[src/rtl/alu_arbiter.sv]
// Round-robin arbiter that shares one pipelined ALU between two requesters.
// One operation is in flight at a time. Its result is returned on a
// valid/ready channel and tagged with the id of the requester that issued it.
module alu_arbiter #(
  parameter int BITS    = 8,
  parameter int ALU_LAT = 2,
  parameter int CNT_W   = 8
) (
  input  logic             i_clk,
  input  logic             i_rst,
  input  logic             i_req0_valid,
  output logic             o_req0_ready,
  input  logic [BITS-1:0]  i_req0_a,
  input  logic [BITS-1:0]  i_req0_b,
  input  logic [1:0]       i_req0_op,
  input  logic             i_req1_valid,
  output logic             o_req1_ready,
  input  logic [BITS-1:0]  i_req1_a,
  input  logic [BITS-1:0]  i_req1_b,
  input  logic [1:0]       i_req1_op,
  output logic [BITS-1:0]  o_alu_a,
  output logic [BITS-1:0]  o_alu_b,
  output logic [1:0]       o_alu_op,
  input  logic [BITS-1:0]  i_alu_out,
  input  logic [3:0]       i_alu_status,
  output logic             o_rsp_valid,
  input  logic             i_rsp_ready,
  output logic             o_rsp_id,
  output logic [BITS-1:0]  o_rsp_out,
  output logic [3:0]       o_rsp_status,
  output logic             o_busy,
  output logic [CNT_W-1:0] o_err_cnt
);

  localparam int LAT_W = $clog2(ALU_LAT + 1);

  typedef enum logic [1:0] {
    S_IDLE = 2'd0,
    S_WAIT = 2'd1,
    S_RESP = 2'd2
  } state_t;

  state_t             state_q, state_d;
  logic               last_q;
  logic [LAT_W-1:0]   cnt_q;
  logic               grant;
  logic               accept;
  logic               capture;
  logic               deliver;

  // On a tie the requester that was not granted last time wins.
  // last_q resets to 1 so that requester 0 wins the first tie.
  always_comb begin
    // NOTE: every signal assigned in this block gets a default first, so no latch is inferred.
    state_d      = state_q;
    grant        = 1'b0;
    o_req0_ready = 1'b0;
    o_req1_ready = 1'b0;
    capture      = 1'b0;
    deliver      = 1'b0;

    if (i_req0_valid && i_req1_valid) begin
      grant = ~last_q;
    end else begin
      grant = i_req1_valid;
    end

    case (state_q)
      S_IDLE: begin
        if (i_rst && (i_req0_valid || i_req1_valid)) begin
          o_req0_ready = ~grant;
          o_req1_ready = grant;
          state_d      = S_WAIT;
        end
      end
      S_WAIT: begin
        if (cnt_q == LAT_W'(1)) begin
          capture = 1'b1;
          state_d = S_RESP;
        end
      end
      S_RESP: begin
        if (i_rsp_ready) begin
          deliver = 1'b1;
          state_d = S_IDLE;
        end
      end
      default: state_d = S_IDLE;
    endcase
  end

  assign accept = o_req0_ready | o_req1_ready;
  assign o_busy = (state_q != S_IDLE);

  // NOTE: sequential state uses non-blocking assignments only, so every flop samples pre-edge values.
  always_ff @(posedge i_clk) begin
    if (!i_rst) begin
      state_q <= S_IDLE;
    end else begin
      state_q <= state_d;
    end
  end

  // Operand issue, arbitration history and the latency counter.
  always_ff @(posedge i_clk) begin
    if (!i_rst) begin
      o_alu_a  <= '0;
      o_alu_b  <= '0;
      o_alu_op <= '0;
      o_rsp_id <= 1'b0;
      last_q   <= 1'b1;
      cnt_q    <= '0;
    end else if (accept) begin
      o_alu_a  <= grant ? i_req1_a  : i_req0_a;
      o_alu_b  <= grant ? i_req1_b  : i_req0_b;
      o_alu_op <= grant ? i_req1_op : i_req0_op;
      o_rsp_id <= grant;
      last_q   <= grant;
      cnt_q    <= LAT_W'(ALU_LAT);
    end else if (state_q == S_WAIT) begin
      cnt_q <= cnt_q - LAT_W'(1);
    end
  end

  // Response capture, hold, and the saturating error counter.
  always_ff @(posedge i_clk) begin
    if (!i_rst) begin
      o_rsp_valid  <= 1'b0;
      o_rsp_out    <= '0;
      o_rsp_status <= '0;
      o_err_cnt    <= '0;
    end else begin
      if (capture) begin
        o_rsp_valid  <= 1'b1;
        o_rsp_out    <= i_alu_out;
        o_rsp_status <= i_alu_status;
      end else if (deliver) begin
        o_rsp_valid <= 1'b0;
      end

      if (deliver && o_rsp_status[0] && (o_err_cnt != {CNT_W{1'b1}})) begin
        o_err_cnt <= o_err_cnt + CNT_W'(1);
      end
    end
  end

endmodule
[config.mk]
export PLATFORM = sky130hd
export DESIGN_NAME = alu_arbiter
export DESIGN_NICKNAME = d
export VERILOG_FILES = /design/src/rtl/alu_arbiter.sv
export SDC_FILE = /design/constraint.sdc
export NUM_CORES = 1
export LEC_CHECK = 0
export CAP_MARGIN = 20
export CORE_MARGIN = 1
export CORE_UTILIZATION = 30
export DETAILED_ROUTE_END_ITERATION = 12
export GPL_ROUTABILITY_DRIVEN = 0
export PLACE_DENSITY = 0.75
export SLEW_MARGIN = 20
export SYNTH_ARGS = -nofsm -noshare
export SYNTH_HDL_FRONTEND = slang
export SYNTH_SLANG_ARGS = --single-unit
[constraint.sdc]
create_clock -name i_clk -period 1.8 [get_ports i_clk]
set_clock_uncertainty 0.2 [all_clocks]
set_input_delay 0.36 -clock i_clk [delete_from_list [all_inputs] [get_ports i_clk]]
set_output_delay 0.36 -clock i_clk [all_outputs]
set_load 0.03 [all_outputs]
==> metrics.csv <==
stage;metric;value;unit
status;run_status;finished clean;
drt;wl_per_cell;12.5;um
drt;vias;1843;
place;numPortBuffers;95;
sta;whs;262;ps
floorplan;core;6060;sq um
sta;tightest_slew;416;ps
final_layout;fillers;611;
cts;numCtsBuffers;5;
sta;setup_viol;0;
final_layout;final_cell_mix;clkdlybuf4s50_1, dfxtp_1, dlygate4sd2_1;
flow_run;drv_cap;0;
place;place_hpwl;3.68;mm
sta;hold_viol_final;0;
floorplan;die_h;82.3;um
setup_path;critPathMaxFanout;3;
setup_path;cp_slowest_cell;dfxtp_4;
sta;layout_min_cycle_time;1790;ps
cts;cts_buffer_depth;2;
logic_synthesis;ys_seq_area_frac;0.466;
sta;rsz0062_at_grt;true;
drt;ant_nets;0;
cts;clk_pin_slew;80;ps
final_layout;final_common_cell;clkdlybuf4s50_1;
power;cellPowerDensity;722;nW/um^2
floorplan;dieArea;6770;sq um
setup_path;cp-start-kind;register;
setup_path;critPathTopFamily;flip-flops;
sta;maxSlewHeadroom;0.722;
drt;drtIter0Drc;72;
power;leakagePower;1.45;nW
setup_path;crit_type;register to output port;
logic_synthesis;ys_ff_latch;45;
cts;root_buffer;clkbuf_8;
setup_path;critPathBufInv;1;
final_layout;area_growth_syn_to_layout;63.8;%
global_route;gr-total-overflow;0;
global_route;grt_pass1_wl;7.88;mm
sta;fmax;0.560;GHz
global_route;track_usage;0.152;
setup_path;required;1240;ps
logic_synthesis;synthArstFlopShare;0;
global_route;grt_max_degree;24;
setup_path;crit_path_end_kind;output port;
logic_synthesis;syn_avg_cell_area;9.52;sq um
logic_synthesis;synth_edf_count;0;
floorplan;start_util;0.319;
global_route;grt_antenna_before_repair;0;
cts;cts_tree;done;
setup_path;worstPathCellList;nor2_4, o211a_4, and2_4, buf_6;
hold_path;min_path_type;register to register;
logic_synthesis;synth-main-ff-cell;dfxtp_1;
final_layout;finalNetCount;369;
sta;report.final.slew_viol_count;0;
drt;firstDrtPassIters;4;
logic_synthesis;synth_warnings;0;
floorplan;fp.dieW;82.3;um
cts;htree_levels;2;
setup_path;slowest_delay;350;ps
final_layout;drive_gt1_frac;0.143;
drt;drc;0;
logic_synthesis;synth_fp_nets;258;
sta;period_share;0.992;
drt;viasPerCell;4.73;
cts;cts_num_sinks;45;
logic_synthesis;ys_types;42;
global_route;grt_pass1_vias;1733;
cts;clk_latency;290;ps
floorplan;io_pins;96;
power;vdd_drop_max;437;uV
floorplan;num_rows;28;
setup_path;cp_data_arrival_time;1230;ps
final_layout;n_antenna_cell;0;
logic_synthesis;netlist_instances;203;
place;post-place-ws;-340;ps
logic_synthesis;synth_area;1930;sq um
sta;timing.final.ws_setup;13.7;ps
drt;wl;4.86;mm
metal layers:
| metal | GRT usage | routed length (um) | up-vias | share of wire |
|---|---|---|---|---|
| met5 | 0 | 0 | - | 0 |
| met4 | 0.0404 | 36 | 0 | 0.0074 |
| met3 | 0.0505 | 330 | 4 | 0.068 |
| met2 | 0.269 | 2400 | 52 | 0.49 |
| met1 | 0.173 | 2090 | 842 | 0.43 |
| li1 | - | - | 945 | - |
per-stage QoR:
| step | instances | power, mW | setup TNS (ps) | util | cell area [sq um] |
|---|---|---|---|---|---|
| finish | 390 | 2.28 | 0 | 0.523 | 3170 |
| global route | 390 | 2.40 | -67.3 | 0.523 | 3170 |
| global placement | 376 | 1.65 | -5540 | 0.501 | 3040 |
| CTS | 387 | 2.31 | -5.88 | 0.519 | 3140 |
| floorplan | 203 | 1.37 | 0 | - | 1930 |
| detailed placement | 376 | 1.65 | -6510 | 0.501 | 3040 |
tightest hold or removal path, delay by kind of cell, from the launching register on:
| kind | cells | cell delay, ps |
|---|---|---|
| flip-flops | 1 | 310 |
| AND/OR/NAND/NOR | 1 | 40 |
| AO/OA/AOI/OAI | 1 | 60 |
sequential cells by signal, indices dropped and copies added (netlist names):
name          flops
cnt_q             2
o_alu_op          2
o_err_cnt         8
o_rsp_valid       1
o_rsp_status      4
o_rsp_id          1
o_alu_a           8
last_q            1
o_rsp_out         8
state_q           2
o_alu_b           8
synthesized netlist by cell type, types with 3 or more instances:
library cell / count / share of area
and3_1: 8 / 0.026
o211a_1: 4 / 0.021
a221o_1: 5 / 0.026
dfxtp_1: 45 / 0.47
clkbuf_1: 7 / 0.014
inv_1: 3 / 0.0058
xnor2_1: 4 / 0.018
mux2i_1: 14 / 0.072
nand3_1: 12 / 0.031
o21ai_0: 14 / 0.036
nand2_1: 32 / 0.062
and2_1: 7 / 0.023
a21boi_0: 13 / 0.050
kinds of logic (layout without fill, tap and decap cells):
logic type	after synthesis	in the layout	share of synthesized area
fa+ha+maj	2	2	0.0129
flops	45	45	0.466
buf+inv	15	127	0.0362
compound gates	49	49	0.199
mux	14	14	0.0725
simple gates	74	74	0.195
xor+xnor	4	4	0.0181
what timing repair did:
item / 4_1_cts / 5_1_grt
cloned: 0 / 0
pin swaps: 2 / 2
setup buffers: 3 / 3
gates resized for setup: 53 / 0
hold buffers: 0 / 0
endpoints found under the hold margin: 0 / 0
endpoints found under the setup margin: 45 / 2
final timing paths:
check / from / to / slack, ps / cells after the start
max: state_q[0]$_SDFFE_PN0P_ / o_req1_ready / 10 / 4
min: o_rsp_status[2]$_SDFFE_PN0P_ / o_rsp_status[2]$_SDFFE_PN0P_ / 260 / 2
min reg2reg: o_rsp_status[2]$_SDFFE_PN0P_ / o_rsp_status[2]$_SDFFE_PN0P_ / 260 / 2
max reg2reg: o_err_cnt[0]$_SDFFE_PN0P_ / o_err_cnt[1]$_SDFFE_PN0P_ / 110 / 5
power by group:
part           switching [mW]  internal (mW)  total [mW]
Sequential             0.0324           1.06        1.09
Combinational           0.257          0.262       0.520
Clock                   0.330          0.347       0.677
Total                   0.620           1.67        2.28
final cells by class:
| class | count | area [sq um] | area share |
|---|---|---|---|
| inverters | 3 | 11.3 | 0.00356 |
| flip-flops and latches | 45 | 908 | 0.287 |
| repair buffers | 116 | 1070 | 0.337 |
| clock buffers | 7 | 96.3 | 0.0304 |
| clock inverters | 1 | 5.00 | 0.00158 |
| multi-input cells | 143 | 985 | 0.311 |
| well taps | 75 | 93.8 | 0.0296 |
No activity file was read; power rests on OpenSTA's default activity.
